--- src/rtl/pipe_hazard_ctrl.sv ---
// rtl/pipe_hazard_ctrl.sv - pipeline stall/flush controller with load-use, data-memory wait and branch flush
module pipe_hazard_ctrl #(
  parameter int MAX_WAIT = 255,
  parameter int CNT_W    = 16
) (
  input  logic             clk_i,
  input  logic             rst_i,
  input  logic             idex_memread_i,
  input  logic [4:0]       idex_rt_i,
  input  logic [4:0]       ifid_rs_i,
  input  logic [4:0]       ifid_rt_i,
  input  logic             branch_taken_i,
  input  logic             exmem_memread_i,
  input  logic             exmem_memwrite_i,
  input  logic             mem_ack_i,
  output logic             mem_req_o,
  output logic             pc_stall_o,
  output logic             ifid_stall_o,
  output logic             idex_stall_o,
  output logic             exmem_stall_o,
  output logic             memwb_stall_o,
  output logic             ifid_flush_o,
  output logic             idex_flush_o,
  output logic             mem_timeout_o,
  output logic [CNT_W-1:0] stall_cycles_o
);

  typedef enum logic [1:0] {
    IDLE     = 2'd0,
    MEM_WAIT = 2'd1,
    MEM_DONE = 2'd2
  } state_t;

  localparam logic [CNT_W-1:0] WAIT_LAST = CNT_W'(MAX_WAIT);

  state_t           state;
  logic [CNT_W-1:0] wait_cnt;
  logic [CNT_W-1:0] wait_nxt;
  logic             access;
  logic             mem_busy;
  logic             load_use;

  assign access   = exmem_memread_i | exmem_memwrite_i;
  assign mem_busy = ((state == IDLE) & access) | (state == MEM_WAIT);
  assign load_use = idex_memread_i & (idex_rt_i != 5'd0) &
                    ((idex_rt_i == ifid_rs_i) | (idex_rt_i == ifid_rt_i));
  assign wait_nxt = wait_cnt + CNT_W'(1);

  always_comb begin
    pc_stall_o    = 1'b0;
    ifid_stall_o  = 1'b0;
    idex_stall_o  = 1'b0;
    exmem_stall_o = 1'b0;
    memwb_stall_o = 1'b0;
    ifid_flush_o  = 1'b0;
    idex_flush_o  = 1'b0;
    if (!rst_i) begin
      if (mem_busy) begin
        pc_stall_o    = 1'b1;
        ifid_stall_o  = 1'b1;
        idex_stall_o  = 1'b1;
        exmem_stall_o = 1'b1;
        memwb_stall_o = 1'b1;
      end else if (load_use) begin
        // the branch sitting in ID must survive the bubble, so no IF/ID flush here
        pc_stall_o    = 1'b1;
        ifid_stall_o  = 1'b1;
        idex_flush_o  = 1'b1;
      end else if (branch_taken_i) begin
        ifid_flush_o  = 1'b1;
      end
    end
  end

  always_ff @(posedge clk_i or posedge rst_i) begin
    if (rst_i) begin
      state         <= IDLE;
      mem_req_o     <= 1'b0;
      mem_timeout_o <= 1'b0;
      wait_cnt      <= '0;
    end else begin
      case (state)
        IDLE: begin
          if (access) begin
            state     <= MEM_WAIT;
            mem_req_o <= 1'b1;
            wait_cnt  <= '0;
          end
        end
        MEM_WAIT: begin
          if (mem_ack_i) begin
            state     <= MEM_DONE;
            mem_req_o <= 1'b0;
          end else begin
            wait_cnt <= wait_nxt;
            if (wait_nxt == WAIT_LAST) begin
              state         <= MEM_DONE;
              mem_req_o     <= 1'b0;
              mem_timeout_o <= 1'b1;
            end
          end
        end
        // access inputs still belong to the instruction just served
        MEM_DONE: state <= IDLE;
        default: begin
          state     <= IDLE;
          mem_req_o <= 1'b0;
        end
      endcase
    end
  end

  always_ff @(posedge clk_i or posedge rst_i) begin
    if (rst_i) begin
      stall_cycles_o <= '0;
    end else if (pc_stall_o && (stall_cycles_o != {CNT_W{1'b1}})) begin
      stall_cycles_o <= stall_cycles_o + CNT_W'(1);
    end
  end

endmodule
--- config.mk ---
export PLATFORM = sky130hd
export DESIGN_NAME = pipe_hazard_ctrl
export DESIGN_NICKNAME = d
export VERILOG_FILES = /design/src/rtl/pipe_hazard_ctrl.sv
export SDC_FILE = /design/constraint.sdc
export NUM_CORES = 1
export LEC_CHECK = 0
export CORE_MARGIN = 5
export CORE_UTILIZATION = 55
export DETAILED_ROUTE_END_ITERATION = 7
export GPL_ROUTABILITY_DRIVEN = 0
export PLACE_DENSITY = 0.84
export SYNTH_ARGS = -nofsm -noshare
export SYNTH_HDL_FRONTEND = slang
export SYNTH_SLANG_ARGS = --single-unit
--- constraint.sdc ---
create_clock -name clk_i -period 5.95 [get_ports clk_i]
set_input_delay 1.19 -clock clk_i [delete_from_list [all_inputs] [get_ports clk_i]]
set_output_delay 1.19 -clock clk_i [all_outputs]
set_load 0.02 [all_outputs]
**Word level (Yosys, flattened, before mapping)**

Cells that the tools add are included.

- Register bits after elaboration: 36
- Input port bits: 22
- Output and inout bits: 25

- $add $sub $neg: 2
- Equal/unequal tests: 9
- Multiplexer cells: 22
- Bitwise gates (word level): 8
- Reductions and logical operators: 8

Operators by type and width:

| operator | count |
|---|---|
| $add A16 B1 Y16 const B | 2 |
| $mux W16 | 2 |
| $pmux W16 S2 | 1 |
| $eq A16 B8 Y1 const B | 1 |
| $ne A16 B16 Y1 const B | 1 |
| $mux W1 | 14 |
| $eq A5 B5 Y1 | 2 |
| $reduce_and A3 Y1 | 3 |
| $mux W2 | 3 |
| $reduce_bool A5 Y1 | 1 |
| $ne A2 B2 Y1 const B | 2 |
| $pmux W2 S2 | 1 |
| $and A1 B1 Y1 | 3 |
| $ne A3 B2 Y1 const B | 1 |
| $or A1 B1 Y1 | 3 |
| $pmux W1 S3 | 1 |
| $eq A2 B1 Y1 const B | 1 |
| $eq A2 B2 Y1 const B | 1 |
| $logic_not A2 Y1 | 1 |
| $not A1 Y1 | 2 |
| $reduce_and A2 Y1 | 1 |
| $reduce_bool A2 Y1 | 1 |
| $logic_and A1 B1 Y1 | 1 |

**Depth between registers and ports, before layout**

- Word-level depth: 7
- Mapped depth: 8
- Gate-level depth less buffers: 7

**Worst setup path before layout**

OpenSTA, ideal clock, no wires.

- Kind: input -> output
- From: input port rst_i
- To: output port ifid_flush_o
- Data arrival time: 2.403 ns
- Data required time: 4.760 ns
- Slack: 2.357 ns
- Cell stages on the path: 2
- Path through: inv_1 > and4_1

- Word-level cells in the longest chain between the ends: 1

RTL lines:

| element | RTL line | text |
|---|---|---|
| start: declaration | 7 | `input logic rst_i,` |
| $mux W1 | 57 | `if (!rst_i) begin` |
| end: declaration | 22 | `output logic ifid_flush_o,` |

Every way passes these cells.

**Worst setup path after layout**

- From: input port idex_rt_i[1]
- To: output port ifid_flush_o

- Word-level cells in the longest chain between the ends: 6
- Elaborated cells between the ends (all ways): 9
- Those cells by class: eq/ne (2); mux (3); bitwise (3); reduce/logical (1)

RTL lines:

| element | RTL line | text |
|---|---|---|
| start: declaration | 9 | `input logic [4:0] idex_rt_i,` |
| $eq A5 B5 Y1 or $reduce_bool A5 Y1 (tied branches) | 46, 45 |  |
| $or A1 B1 Y1 or $and A1 B1 Y1 (tied branches) | 46, 45 |  |
| $and A1 B1 Y1 * | 45 | `assign load_use = idex_memread_i & (idex_rt_i != 5'd0) &` |
| $mux W1 * | 64 | `end else if (load_use) begin` |
| $mux W1 * | 58 | `if (mem_busy) begin` |
| $mux W1 * | 57 |  |

Mark *: on every way between the ends. The rest lies on a longest branch, timed or not.

==> results.cfg <==
[status]
status = finished, final reports clean

[routing]
ant_nets = 0
drc = 0
topRoutingLayerUsed = met4
wl_mm = 5.12
detail_route.vias_per_cell = 5.73
firstDrtPassIters = 6
wl_per_cell_um = 15.1
wl_met3_um = 324
m1WireLength_mm = 2.26
first_iter_violations = 136
wl_met2_mm = 2.47
vias = 1942

[final_layout]
nNetsFinal = 313
final_common_cell = clkdlybuf4s50_1
drive_above_1_share_pct = 5.54
diodes = 0
fill_cells = 327
area_growth_pct = 24.6
layout_common_cells = clkdlybuf4s50_1, dfrtp_1, o21ai_0, nand2_1, nor2_1

[grt]
grt_pass1_vias = 2004
gr-total-overflow = 0
antenna_found_initial = 0
grt_pass1_wl_mm = 9.10
grt_max_degree = 37
grt_use_total_pct = 21.4

[placed_design]
portBuffers = 46
hpwl_mm = 3.70

[critical_path]
endpoint_kind = output pin
crit_path_max_fanout = 3
path_class = primary input to output pin
cp.arrival_ps = 3320
required_ps = 4760
start_kind = primary input

[clock_network]
h-tree-depth = 2
clk_pin_slew_ps = 80
post_cts_resized = 0
clockBufferDepth = 2
numCtsBuffers = 5
insertion_delay_ps = 290
clockRootBuffer = clkbuf_8
cts.sinks = 36
cts_tree = yes
holdBufCountCts = 0
cts_setup_buffers = 0

[timing]
drv_slew = 0
skew_ps = 7.80
hold_viol = 0
setup_tns_ps = 0
period_minus_slack_ps = 4510
hold_ws_ps = 474
min_period_over_period_pct = 75.8
fmax_ghz = 0.222
rsz0062_at_grt = no
maxSlewHeadroom_pct = 21.0
worst_slew_pin_slew_ps = 1190
setup_viol = 0

[pwr]
combPwrFrac_pct = 38.5
p_switching_w = 0.000366
power.leakage_nw = 1.11
netSwitchingFraction_pct = 38.7
p_int_w = 0.000580
cellPowerDensity_mw_per_mm2 = 340
power_w = 0.000946
seqPwrFrac_pct = 38.8
peakVddDrop_mv = 0.375
clkPwrFrac_pct = 22.7

[floorplan]
die_w_um = 73.7
io_pins = 47
coreArea_mm2 = 0.00397
die_area_mm2 = 0.00543
die_y_um = 73.7
initial_utilization_pct = 56.2
row_count = 23

[logic_synthesis]
synth_seq_cells = 36
ys_warn_count = 0
synth_edf_count = 0
synth_seq_area_share_pct = 40.4
synthDistinctLibCells = 45
synthCells = 246
synth.avg_cell_area_um2 = 9.07
synth_ff_type = dfrtp_1
ys_async_sr_fraction_pct = 100
synth_area_mm2 = 0.00223
synth_fp_nets = 271

[job]
cap_violations = 0

[min_path]
hold_class = flip-flop to flip-flop
[layer usage]
metal	GRT usage, %	up-vias
li1	-	964
met1	27.3	911
met2	34.0	59
met3	6.43	8
met4	8.05	0
met5	0	-
[cell families (layout without fill, tap and decap cells)]
| logic type | Yosys count | in the layout | share of synthesized area, % |
|---|---|---|---|
| buffers and inverters | 19 | 62 | 5.16 |
| adder cells (fa/ha/maj) | 3 | 3 | 1.68 |
| XOR/XNOR | 31 | 31 | 12.2 |
| flip-flops | 36 | 36 | 40.4 |
| AND/OR/NAND/NOR | 104 | 104 | 24.9 |
| multiplexers | 1 | 1 | 0.504 |
| AO/OA/AOI/OAI | 52 | 52 | 15.2 |
[state kept, by name (all words and copies together), names as in the netlist]
signal          count
stall_cycles_o     16
mem_timeout_o       1
wait_cnt           16
state               2
mem_req_o           1
[power by group through the flow]
stage | combinational [W] | clock (W) | sequential [W]
after floorplan | 0.000190 | 0 | 0.000399
final | 0.000364 | 0.000215 | 0.000367
after global placement | 0.000358 | 0 | 0.000367
after global routing | 0.000397 | 0.000236 | 0.000379
after CTS | 0.000368 | 0.000220 | 0.000365
after detailed placement | 0.000367 | 0 | 0.000368
[worst max-delay path, stage by stage]
cell,delay [ps]
clkdlybuf4s50_1,470
or4_1,540
o21ai_1,160
nand2b_1,160
and4_1,190
clkdlybuf4s50_1,610
[final cells by class]
class | instances | area [um2] | share of cell area (%)
Clock inverter | 2 | 35.0 | 1.26
Multi-Input combinational cell | 191 | 1220 | 43.7
Sequential cell | 36 | 901 | 32.4
Timing Repair Buffer | 47 | 468 | 16.8
Inverter | 7 | 26.3 | 0.945
Tap cell | 50 | 62.6 | 2.25
Clock buffer | 6 | 72.6 | 2.61
[worst paths after layout]
kind                                  to  slack [ps]     startpoint  cells after the start
max                         ifid_flush_o        1440   idex_rt_i[1]                      6
max reg2reg                     state[1]        3500    wait_cnt[0]                      7
min in group asynchronous       state[1]        1430          rst_i                      3
min                        mem_timeout_o         470  mem_timeout_o                      1
min reg2reg                mem_timeout_o         470  mem_timeout_o                      1
max in group asynchronous    wait_cnt[4]        4190          rst_i                      3
[synth_stat cells, types with 2 or more instances]
master / number / area share (%)
nor3b_1: 2 / 0.67
a31oi_1: 5 / 1.4
nor3_1: 10 / 2.2
nand4_1: 11 / 3.1
xor2_1: 16 / 6.3
clkbuf_1: 3 / 0.50
nor4_1: 3 / 0.84
a21o_1: 3 / 1.0
buf_2: 2 / 0.45
o31ai_1: 5 / 1.7
inv_1: 7 / 1.2
dfrtp_1: 36 / 40
and2_1: 3 / 0.84
nor2_1: 19 / 3.2
buf_6: 4 / 2.0
buf_4: 3 / 1.0
and3_1: 4 / 1.1
or2_2: 2 / 0.56
and4_1: 4 / 1.6
ha_1: 3 / 1.7
o22ai_1: 2 / 0.56
a21oi_1: 4 / 0.90
nand2b_1: 2 / 0.56
nand2_1: 22 / 3.7
nand3_1: 15 / 3.4
o21ai_0: 23 / 5.2
xnor2_1: 15 / 5.9
[stage by stage]
| step | instances | cell area [um2] | utilization, % | setup slack [ps] |
|---|---|---|---|---|
| 3_5_place_dp | 331 | 2670 | 67.3 | 1430 |
| 3_3_place_gp | 331 | 2670 | 67.3 | 1470 |
| 5_1_grt | 339 | 2780 | 70.0 | 1340 |
| 4_1_cts | 339 | 2780 | 70.0 | 1440 |
| 2_1_floorplan | 246 | 2230 | - | 2360 |
| 6_report | 339 | 2780 | 70.0 | 1440 |
Note: power is estimated with default switching activity, not from simulation.
